[src/rtl/neural_sim_ctrl.sv]
// Run scheduler for the dataset replay source: sequences source reset, streaming,
// inter-run gaps and repeat/abort, forwarding samples and counting runs and triggers.
module neural_sim_ctrl #(
  parameter int RST_CYC   = 6,
  parameter int CNT_WIDTH = 16
) (
  input  logic                 CLK_ADC,
  input  logic                 nRST,
  input  logic                 START,
  input  logic                 ABORT,
  input  logic [7:0]           NUM_RUNS,
  input  logic [15:0]          GAP_CYC,
  input  logic signed [11:0]   SRC_DATA,
  input  logic                 SRC_TRGG,
  input  logic                 SRC_END,
  output logic                 SRC_nRST,
  output logic                 SRC_EN,
  output logic signed [11:0]   DATA_OUT,
  output logic                 DATA_VALID,
  output logic                 TRGG_OUT,
  output logic [7:0]           RUN_CNT,
  output logic [CNT_WIDTH-1:0] SPIKE_CNT,
  output logic                 BUSY,
  output logic                 DONE,
  output logic                 ABORTED
);

  localparam logic [2:0] ST_IDLE    = 3'd0;
  localparam logic [2:0] ST_SRC_RST = 3'd1;
  localparam logic [2:0] ST_STREAM  = 3'd2;
  localparam logic [2:0] ST_GAP     = 3'd3;
  localparam logic [2:0] ST_FINISH  = 3'd4;

  localparam logic [15:0]          RST_LOAD  = 16'(RST_CYC - 1);
  localparam logic [CNT_WIDTH-1:0] SPIKE_MAX = {CNT_WIDTH{1'b1}};
  localparam logic [CNT_WIDTH-1:0] SPIKE_ONE = {{(CNT_WIDTH-1){1'b0}}, 1'b1};

  logic [2:0]  state_r;
  logic [2:0]  state_s;
  logic [15:0] cnt_r;
  logic [15:0] cnt_s;
  logic [7:0]  num_runs_r;
  logic [15:0] gap_cyc_r;
  logic [7:0]  run_inc_s;
  logic        fwd_s;
  logic        run_end_s;
  logic        abort_s;
  logic        start_s;

  // Next-state and phase counter; cnt_r counts down the remaining cycles of SRC_RST or GAP.
  always_comb begin
    state_s   = state_r;
    cnt_s     = cnt_r;
    run_inc_s = RUN_CNT + 8'd1;
    fwd_s     = 1'b0;
    run_end_s = 1'b0;
    abort_s   = 1'b0;
    start_s   = 1'b0;
    case (state_r)
      ST_IDLE: begin
        if (START) begin
          start_s = 1'b1;
          state_s = ST_SRC_RST;
          cnt_s   = RST_LOAD;
        end else begin
          state_s = ST_IDLE;
        end
      end
      ST_SRC_RST: begin
        if (ABORT) begin
          abort_s = 1'b1;
          state_s = ST_FINISH;
        end else if (cnt_r == 16'd0) begin
          state_s = ST_STREAM;
        end else begin
          cnt_s = cnt_r - 16'd1;
        end
      end
      ST_STREAM: begin
        fwd_s = ~SRC_END;
        if (ABORT) begin
          abort_s = 1'b1;
          state_s = ST_FINISH;
        end else if (SRC_END) begin
          run_end_s = 1'b1;
          if ((num_runs_r != 8'd0) && (run_inc_s == num_runs_r)) begin
            state_s = ST_FINISH;
          end else if (gap_cyc_r == 16'd0) begin
            state_s = ST_SRC_RST;
            cnt_s   = RST_LOAD;
          end else begin
            state_s = ST_GAP;
            cnt_s   = gap_cyc_r - 16'd1;
          end
        end else begin
          state_s = ST_STREAM;
        end
      end
      ST_GAP: begin
        if (ABORT) begin
          abort_s = 1'b1;
          state_s = ST_FINISH;
        end else if (cnt_r == 16'd0) begin
          state_s = ST_SRC_RST;
          cnt_s   = RST_LOAD;
        end else begin
          cnt_s = cnt_r - 16'd1;
        end
      end
      ST_FINISH: begin
        state_s = ST_IDLE;
      end
      default: begin
        state_s = ST_IDLE;
      end
    endcase
  end

  // State register and status outputs, decoded from the next state so they change with it.
  always_ff @(posedge CLK_ADC) begin
    if (!nRST) begin
      state_r  <= ST_IDLE;
      cnt_r    <= 16'd0;
      SRC_nRST <= 1'b0;
      SRC_EN   <= 1'b0;
      BUSY     <= 1'b0;
      DONE     <= 1'b0;
    end else begin
      state_r  <= state_s;
      cnt_r    <= cnt_s;
      SRC_nRST <= (state_s == ST_STREAM) || (state_s == ST_GAP);
      SRC_EN   <= (state_s == ST_STREAM);
      BUSY     <= (state_s != ST_IDLE);
      DONE     <= (state_s == ST_FINISH);
    end
  end

  // Sample forwarding, sequence configuration latch and run/trigger counters.
  always_ff @(posedge CLK_ADC) begin
    if (!nRST) begin
      DATA_OUT   <= 12'sd0;
      DATA_VALID <= 1'b0;
      TRGG_OUT   <= 1'b0;
      RUN_CNT    <= 8'd0;
      SPIKE_CNT  <= {CNT_WIDTH{1'b0}};
      ABORTED    <= 1'b0;
      num_runs_r <= 8'd0;
      gap_cyc_r  <= 16'd0;
    end else begin
      DATA_VALID <= fwd_s;
      TRGG_OUT   <= fwd_s & SRC_TRGG;
      if (fwd_s) begin
        DATA_OUT <= SRC_DATA;
      end
      if (start_s) begin
        num_runs_r <= NUM_RUNS;
        gap_cyc_r  <= GAP_CYC;
        RUN_CNT    <= 8'd0;
        SPIKE_CNT  <= {CNT_WIDTH{1'b0}};
        ABORTED    <= 1'b0;
      end else begin
        if (run_end_s) begin
          RUN_CNT <= run_inc_s;
        end
        // The sample on an ABORT cycle is still forwarded, so its trigger still counts.
        if (fwd_s && SRC_TRGG && (SPIKE_CNT != SPIKE_MAX)) begin
          SPIKE_CNT <= SPIKE_CNT + SPIKE_ONE;
        end
        if (abort_s) begin
          ABORTED <= 1'b1;
        end
      end
    end
  end

endmodule

[config.mk]
export PLATFORM = sky130hd
export DESIGN_NAME = neural_sim_ctrl
export DESIGN_NICKNAME = d
export VERILOG_FILES = /design/src/rtl/neural_sim_ctrl.sv
export SDC_FILE = /design/constraint.sdc
export NUM_CORES = 1
export LEC_CHECK = 0
export CORE_MARGIN = 5
export CORE_UTILIZATION = 47
export CTS_CLUSTER_SIZE = 8
export DETAILED_ROUTE_END_ITERATION = 8
export PLACE_DENSITY = 0.82
export SLEW_MARGIN = 20
export SYNTH_ARGS = -nofsm -noshare
export SYNTH_HDL_FRONTEND = slang
export SYNTH_SLANG_ARGS = --single-unit
[constraint.sdc]
create_clock -name CLK_ADC -period 2.3 [get_ports CLK_ADC]
set_input_delay 0.46 -clock CLK_ADC [delete_from_list [all_inputs] [get_ports CLK_ADC]]
set_output_delay 0.46 -clock CLK_ADC [all_outputs]
set_load 0.005 [all_outputs]
==> results of run 1 <==
==> final cells by class <==
class                           instances  area, um^2  area share [%]
Clock inverter                          7        80.1            1.32
Sequential cell                        86        1730            28.4
Tap cell                              108         135            2.22
Inverter                               14        52.6           0.863
Clock buffer                            9         124            2.03
Multi-Input combinational cell        402        2600            42.7
Timing Repair Buffer                  145        1370            22.5
==> metal layers <==
metal | up-vias | GRT usage (%) | part of all wire (%)
li1 | 2135 | - | -
met1 | 2054 | 25.3 | 41
met2 | 191 | 36.4 | 50
met3 | 21 | 6.66 | 8.0
met4 | 0 | 8.88 | 1.6
met5 | - | 0 | 0
==> per-stage QoR <==
step | cells | instance area, um^2 | utilization, % | setup TNS [ns]
2_1_floorplan | 533 | 4310 | - | 0
3_3_place_gp | 749 | 5590 | 63.5 | -0.205
3_5_place_dp | 749 | 5590 | 63.5 | -1.32
4_1_cts | 770 | 5930 | 67.3 | -0.570
5_1_grt | 771 | 6090 | 69.1 | -2.39
6_report | 771 | 6090 | 69.1 | -0.851
==> flip-flops by register name, summed over array words and instances, names as in the netlist <==
signal / cells
ABORTED: 1
SRC_EN: 1
SRC_nRST: 1
cnt_r: 16
num_runs_r: 8
SPIKE_CNT: 16
RUN_CNT: 8
BUSY: 1
DATA_OUT: 12
gap_cyc_r: 16
DONE: 1
DATA_VALID: 1
TRGG_OUT: 1
state_r: 3
==> timing repair <==
| action | 4_1_cts | 5_1_grt |
|---|---|---|
| gates cloned | 2 | 0 |
| pin swaps | 4 | 8 |
| buffers inserted | 3 | 1 |
| resized for setup | 12 | 36 |
| endpoints found under the hold margin | 0 | 0 |
| endpoints found under the setup margin | 12 | 22 |
==> worst min-delay path, stage by stage (launching register included) <==
cell     delay, ns
dfxtp_1       0.32
nand2_1       0.05
a21oi_1       0.05
==> worst min-delay path by stage <==
| stage | cells past startpoint | endpoint | slack (ns) | startpoint |
|---|---|---|---|---|
| 2_1_floorplan | 2 | num_runs_r[0]$_SDFFE_PN0P_ | 0.45 | num_runs_r[0]$_SDFFE_PN0P_ |
| 3_3_place_gp | 2 | DATA_OUT[9]$_SDFFE_PN0P_ | 0.44 | DATA_OUT[9]$_SDFFE_PN0P_ |
| 3_5_place_dp | 2 | DATA_OUT[3]$_SDFFE_PN0P_ | 0.45 | DATA_OUT[3]$_SDFFE_PN0P_ |
| 4_1_cts | 2 | DATA_OUT[1]$_SDFFE_PN0P_ | 0.46 | DATA_OUT[1]$_SDFFE_PN0P_ |
| 5_1_grt | 2 | DATA_OUT[5]$_SDFFE_PN0P_ | 0.49 | DATA_OUT[5]$_SDFFE_PN0P_ |
| 6_report | 2 | DATA_OUT[1]$_SDFFE_PN0P_ | 0.46 | DATA_OUT[1]$_SDFFE_PN0P_ |
==> power by group through the flow <==
stage / Clock [uW] / Combinational, uW / Sequential, uW
6_report: 1100 / 1370 / 1660
2_1_floorplan: 0 / 691 / 1670
3_5_place_dp: 0 / 1120 / 1690
5_1_grt: 1190 / 1470 / 1670
3_3_place_gp: 0 / 1080 / 1680
4_1_cts: 1110 / 1260 / 1650
==> cells by family after synthesis <==
group,after synthesis,share of synthesized area (%)
muxes,3,0.700
buffers and inverters,45,4.49
AOI/OAI and AO/OA,123,18.4
DFF,86,40.1
and+or+nand+nor,237,28.0
adders and majority gates,4,1.17
xor gates and xnor gates,35,7.15
==> cell usage in the layout, fill, tap and decap left out, types with 4 or more instances in the layout <==
master           synthesis  routed
o21ai_1                  5       4
inv_1                   13      11
buf_4                    0      54
a31o_4                   0       4
o21ai_0                 19      19
clkdlybuf4s50_1          0      84
clkbuf_8                 0       9
a21oi_1                 50      47
and3_1                   7       4
nor4_1                   9       6
nand3b_1                 4       4
dfxtp_1                 86      82
or3_1                   13      11
nand4_1                  8       8
nor2_1                  34      34
xnor2_1                 18      18
nor2b_1                  4       4
nand3_1                 14      13
o22ai_1                  4       4
nor3_1                  16      13
nand2_1                 99      99
dfxtp_2                  0       4
xor2_1                  17      17
==> summary.txt, run 1 <==
Status
  – Outcome: finished with violations
  – Failing checks: setup timing

Routing
  – Pre-antenna DRT Iters: 5
  – DRT antenna net count: 0
  – Starting DRC count in detailed routing: 334
  – Via count: 4,401
  – Routed len/inst: 16.0 um
  – Drt total wl: 12,400 um
  – Vias per cell: ~5.7
  – DRC viols: 0

Pwr
  – Tot Pwr: 4130 uW
  – Maximum VDD drop: ~0.44 mV
  – Int Power: 2780 uW
  – Sw Pwr: 1350 uW
  – Pwr per Cell Area: slightly below 700 nW/um^2
  – Power share of the combinational group: between 30% and 40%
  – Clock network power share: 26.6%
  – Switching fraction of total power: between 30% and 40%
  – Sequential share of power: 40.2%
  – P_leak: 0.00223 uW

Yosys
  – Cells after Synth: 533
  – Yosys reg bits: 86
  – Top post-synthesis cells by count: nand2_1 (99), dfxtp_1 (86), a21oi_1 (50)
  – Post-synth ARST share: 0%
  – Post-synth EDFFs: 0
  – Most common cell in the synthesized netlist: nand2_1
  – Post-synth top area share: 40.1%
  – Largest area contributor in the netlist: dfxtp_1
  – Ys Warns: 0
  – Mapped Nets: 579
  – Synthesized area: 4290 um^2
  – Syn avg cell area: between 8 and 9 um^2
  – Library cells used by synthesis: 68
  – Sequential cell area fraction in the yosys report: about 40%
  – Main synth FF type: dfxtp_1
  – Area contributors post-synth: dfxtp_1 (40%), nand2_1 (8.7%), a21oi_1 (5.8%)

Hold path
  – Hold crit path type: reg -> reg

Die
  – Die Y-Extent: 106 um
  – Core Region: 8810 um^2
  – IO Count: 85
  – Initial core utilization: 48.7%
  – Die area: 11,100 um^2
  – Site Rows: 34
  – Die width: 106 um

Place
  – DP Wirelength: roughly 8600 um
  – IO buf count: between 80 and 90
  – Global placement routability congestion: 0.900
  – Dpl ws: -0.110 ns

Setup path
  – CP bufs+invs: 1
  – Crit path max-delay family: simple AND/OR/NAND/NOR gates
  – Max incr delay on CP: 0.49 ns
  – Reg-to-reg endpoint: cnt_r[9]$_SDFFE_PN0P_
  – Crit path to: cnt_r[9]$_SDFFE_PN0P_
  – Worst EP required: around 2.6 ns
  – CP cell instances: or3_1 > or3_4 > nor4b_4 > or2_4 > a21oi_4 > buf_12 > and3_4 > a31o_4
  – Crit Path Class: reg -> reg
  – Worst r2r path cells: 8
  – Critical Path End Type: register
  – Crit. path cell count: 8
  – Critical path arrival: ~2.7 ns
  – Worst-path fanout max: 8
  – Crit path launch: cnt_r[5]$_SDFFE_PN0P_
  – Reg2Reg Launch Point: cnt_r[5]$_SDFFE_PN0P_
  – Setup slack, reg-to-reg: -0.14 ns
  – CP Launch Type: register
  – Slowest CP cell: or3_1

Timing
  – Max Freq: 409 MHz
  – Final WS setup: -0.142 ns
  – Worst Skew: slightly above 0.009 ns
  – Min Hold Slack: around 0.46 ns
  – Final setup vio count: 16
  – Worst slew margin: 66.0%
  – Tcrit/Tclk final: 106%
  – RSZ-0062 raised after global routing: yes
  – Final Hold Violating Endpoints: 0
  – Minimum clock period: about 2.4 ns
  – Final Max Tran Viols: 0
  – Slew at the pin closest to its max-slew limit: between 0.5 and 0.6 ns

CTS
  – Worst-path clk slew: 0.09 ns
  – Clock sinks: 86
  – Hold_buf cts: 0
  – H-Tree Depth: 3
  – CTS max path bufs: 2
  – Clock tree from TritonCTS: built
  – Root Driver: clkbuf_8
  – Skew-Pair Late Insertion Delay: 0.36 ns
  – CTS Buf Count: 9

Final layout
  – Share of cells above drive strength 1: 19.9%
  – Area grow syn2layout: 41.9%
  – ANT cells: 0
  – Fin nets: 704
  – Fill count: 666

Global routing
  – Vias in the first global route: between 4k and 5k
  – Largest net degree at the start of global routing: 35
  – First-pass GRT wire length: 19,700 um
  – Initial antenna violation count: 0
  – Total GRT Usage: roughly 21%
  – Remaining global-route overflow: 0

Flow run
  – Max-cap violations: 0
Power figures use the tool's default switching activity.
==> run 2: changes to the inputs <==
--- a/config.mk
+++ b/config.mk
@@ -5,6 +5,7 @@
 export SDC_FILE = /design/constraint.sdc
 export NUM_CORES = 1
 export LEC_CHECK = 0
+export ABC_CLOCK_PERIOD_IN_PS = 2300
 export CORE_MARGIN = 5
 export CORE_UTILIZATION = 47
 export CTS_CLUSTER_SIZE = 8
==> results of run 2 <==
Same layout as run 1: the final DEF is identical, and so are final timing and power.
==> run 3: changes to the inputs <==
--- a/config.mk
+++ b/config.mk
@@ -6,11 +6,13 @@
 export NUM_CORES = 1
 export LEC_CHECK = 0
 export ABC_CLOCK_PERIOD_IN_PS = 2300
+export CELL_PAD_IN_SITES_DETAIL_PLACEMENT = 0
+export CELL_PAD_IN_SITES_GLOBAL_PLACEMENT = 1
 export CORE_MARGIN = 5
-export CORE_UTILIZATION = 47
+export CORE_UTILIZATION = 34
 export CTS_CLUSTER_SIZE = 8
 export DETAILED_ROUTE_END_ITERATION = 8
-export PLACE_DENSITY = 0.82
+export PLACE_DENSITY = 0.81
 export SLEW_MARGIN = 20
 export SYNTH_ARGS = -nofsm -noshare
 export SYNTH_HDL_FRONTEND = slang
==> run 3 against run 2 <==
The flow still finishes with violations (setup timing). Sequential power barely moved. Die area rose by 34%. Flip-flop and latch count unchanged. Register-to-register slack improved by 0.09 ns. Total power is 8.0% higher. First-iteration DRC count shrank 25%. Final cell count rose by 8.7%. Sequential share of layout area fell by 0.66 points. Non-clock buffer count rose by 4. Clock power grew 31%. Combinational power about the same. Clock skew down 0.0025 ns. Largest cell class unchanged.
==> summary.txt, run 3 (synthesis results as in run 1) <==
Timing
  – Minimum clock period: 2.35 ns (-0.0900 ns)
  – Max Freq: 425 MHz (+3.8%)
  – RSZ-0062 raised after global routing: yes
  – Final Hold Violating Endpoints: 0 (unchanged)
  – Final setup vio count: 10 (-6)
  – Total negative setup slack: -0.126 ns (+0.724 ns)
  – Final WS setup: -0.0522 ns (+0.0900 ns)
  – Slew at the pin closest to its max-slew limit: 0.462 ns (-0.0458 ns)
  – Worst Skew: 0.00656 ns (-0.00249 ns)
  – Tcrit/Tclk final: 102% (-3.9 points)
  – Worst slew margin: 69.2% (+3.2 points)
  – Final Max Tran Viols: 0 (unchanged)

Pwr
  – Sw Pwr: 1300 uW (-3.7%)
  – Maximum VDD drop: 0.460 mV (+4.1%)
  – Clock network power share: 32.3% (+5.7 points)
  – P_leak: 0.00229 uW (+2.6%)
  – Switching fraction of total power: 29.2% (-3.5 points)
  – Tot Pwr: 4460 uW (+8.0%)
  – Power share of the combinational group: 30.5% (-2.7 points)
  – Pwr per Cell Area: 714 nW/um^2 (+5.2%)
  – Sequential share of power: 37.2% (-3.0 points)
  – Int Power: 3160 uW (+14%)

Routing
  – Vias per cell: 5.13 (-10%)
  – Starting DRC count in detailed routing: 250 (-25%)
  – Routed len/inst: 14.5 um (-9.6%)
  – DRC viols: 0 (unchanged)
  – Pre-antenna DRT Iters: 5 (unchanged)
  – Drt total wl: 12,200 um (-1.7%)
  – DRT antenna net count: 0 (unchanged)
  – Via count: 4,295 (-2.4%)

Setup path
  – Crit path launch: cnt_r[0]$_SDFFE_PN0P_
  – Worst-path fanout max: 4 (-4)
  – Critical Path End Type: register
  – Worst r2r path cells: 8 (unchanged)
  – Reg-to-reg endpoint: cnt_r[9]$_SDFFE_PN0P_
  – Critical path arrival: 2.60 ns (-0.10 ns)
  – Crit path to: cnt_r[9]$_SDFFE_PN0P_
  – CP Launch Type: register
  – Crit Path Class: reg -> reg
  – Reg2Reg Launch Point: cnt_r[0]$_SDFFE_PN0P_
  – Setup slack, reg-to-reg: -0.05 ns (+0.09 ns)
  – Worst EP required: 2.54 ns (about the same)

Final layout
  – Area of the multi-input gates: 2540 um^2 (-2.1%)
  – Post-layout util: 49.9% (-19 points)
  – Commonest cells after routing, fill and taps aside: nand2_1 (99), clkdlybuf4s50_1 (84), dfxtp_1 (80)
  – Largest regs: SPIKE_CNT: 16 flops, cnt_r: 16 flops, gap_cyc_r: 16 flops
  – ANT cells: 0 (unchanged)
  – Fin cells: 838 (+8.7%)
  – Final Instance Area: 6250 um^2 (+2.7%)
  – Fill count: 1,212 (+82%)
  – Share of cells above drive strength 1: 19.7% (-0.24 points)
  – Seq. cell area: 1730 um^2 (+0.29%)
  – Commonest non-fill, non-tap cell in the layout: nand2_1
  – Fin nets: 708 (+0.57%)
  – Area grow syn2layout: 45.7%

Flow run
  – Max-cap violations: 0 (unchanged)

CTS
  – Worst-path clk slew: 0.06 ns (-0.03 ns)
  – Skew-Pair Late Insertion Delay: 0.35 ns (about the same)
  – Clock tree from TritonCTS: built
  – CTS Buf Count: 9 (unchanged)
  – Root Driver: clkbuf_16
  – CTS max path bufs: 2 (unchanged)
  – Clock sinks: 86 (unchanged)
  – Hold_buf cts: 0 (unchanged)
  – H-Tree Depth: 3 (unchanged)

Die
  – IO Count: 85 (unchanged)
  – Die area: 15,000 um^2 (+34%)
  – Site Rows: 41 (+21%)
  – Initial core utilization: 34.3% (-14 points)
  – Die Y-Extent: 122 um (+16%)
  – Die width: 122 um (+16%)
  – Core Region: 12,500 um^2 (+42%)

Hold path
  – Hold crit path type: reg -> reg

Global routing
  – Total GRT Usage: 17.0% (-4.5 points)
  – First-pass GRT wire length: 20,200 um (+2.3%)
  – Initial antenna violation count: 0 (unchanged)
  – Largest net degree at the start of global routing: 31 (-11%)
  – Vias in the first global route: 4,236 (+0.43%)
  – Remaining global-route overflow: 0 (unchanged)

Place
  – Placed cells: 817 (+9.1%)
  – Global placement routability congestion: 0.852 (-5.4%)
  – IO buf count: 84 (unchanged)
  – Placed Area: 5710 um^2 (+2.2%)
  – DP Wirelength: 8720 um (+0.92%)

Status
  – Failing checks: setup timing
  – Outcome: finished with violations
run 3: changes by cell type in the layout (fill, tap and decap cells not counted), moves of 3 or more:
cell,delta
o21ai_1,+3
o21ai_0,-3
buf_4,+5
clkbuf_8,-8
clkbuf_16,+7
run 3: worst min-delay path by stage:
stage	from	endpoint	slack (ns)	depth (start not counted)
floorplan	num_runs_r[0]$_SDFFE_PN0P_	num_runs_r[0]$_SDFFE_PN0P_	0.45	2
global placement	DATA_OUT[9]$_SDFFE_PN0P_	DATA_OUT[9]$_SDFFE_PN0P_	0.44	2
detailed placement	DATA_OUT[2]$_SDFFE_PN0P_	DATA_OUT[2]$_SDFFE_PN0P_	0.45	2
CTS	DATA_OUT[2]$_SDFFE_PN0P_	DATA_OUT[2]$_SDFFE_PN0P_	0.46	2
global route	DATA_OUT[9]$_SDFFE_PN0P_	DATA_OUT[9]$_SDFFE_PN0P_	0.48	2
finish	DATA_OUT[2]$_SDFFE_PN0P_	DATA_OUT[2]$_SDFFE_PN0P_	0.46	2
run 3: per-layer routing:
layer,share of wire [%],track usage (%),vias to the layer above
met5,0,0,-
met4,2.3,7.00,0
met3,8.3,5.85,23
met2,47,27.2,131
met1,43,20.8,1997
li1,-,-,2144
run 3: per-stage QoR:
step                setup WS [ns]  hold WS [ns]
floorplan                  0.0154         0.449
global placement          -0.0740         0.443
detailed placement         -0.126         0.451
CTS                       -0.0374         0.462
global route               -0.121         0.485
finish                    -0.0522         0.458
run 3: power by group through the flow:
stage                     Clock [uW]  Combinational, uW  Sequential, uW
after global placement             0               1140            1680
after detailed placement           0               1160            1680
after CTS                       1480               1290            1650
final                           1440               1360            1660
after global routing            1560               1480            1670
after floorplan                    0                691            1670
run 3: timing repair:
item                       in CTS  in global routing
resized for setup              16                 24
cloned                          2                  0
pin swaps                       4                  8
setup endpoints to repair       6                 23
setup buffers                   2                  2
run 3: layout make-up:
| class | count | share of cell area [%] |
|---|---|---|
| Clock buffer | 11 | 3.88 |
| Clock inverter | 4 | 0.761 |
| Inverter | 14 | 0.841 |
| Multi-Input combinational cell | 402 | 40.7 |
| Sequential cell | 86 | 27.7 |
| Tap cell | 172 | 3.44 |
| Timing Repair Buffer | 149 | 22.6 |
run 3: worst max-delay path, stage by stage, from the launching register on:
cell	delay (ns)
dfxtp_2	0.32
buf_4	0.15
or4_4	0.55
or3_4	0.34
buf_4	0.14
or2_2	0.31
nor3_2	0.11
o21ai_1	0.08
a31o_2	0.24
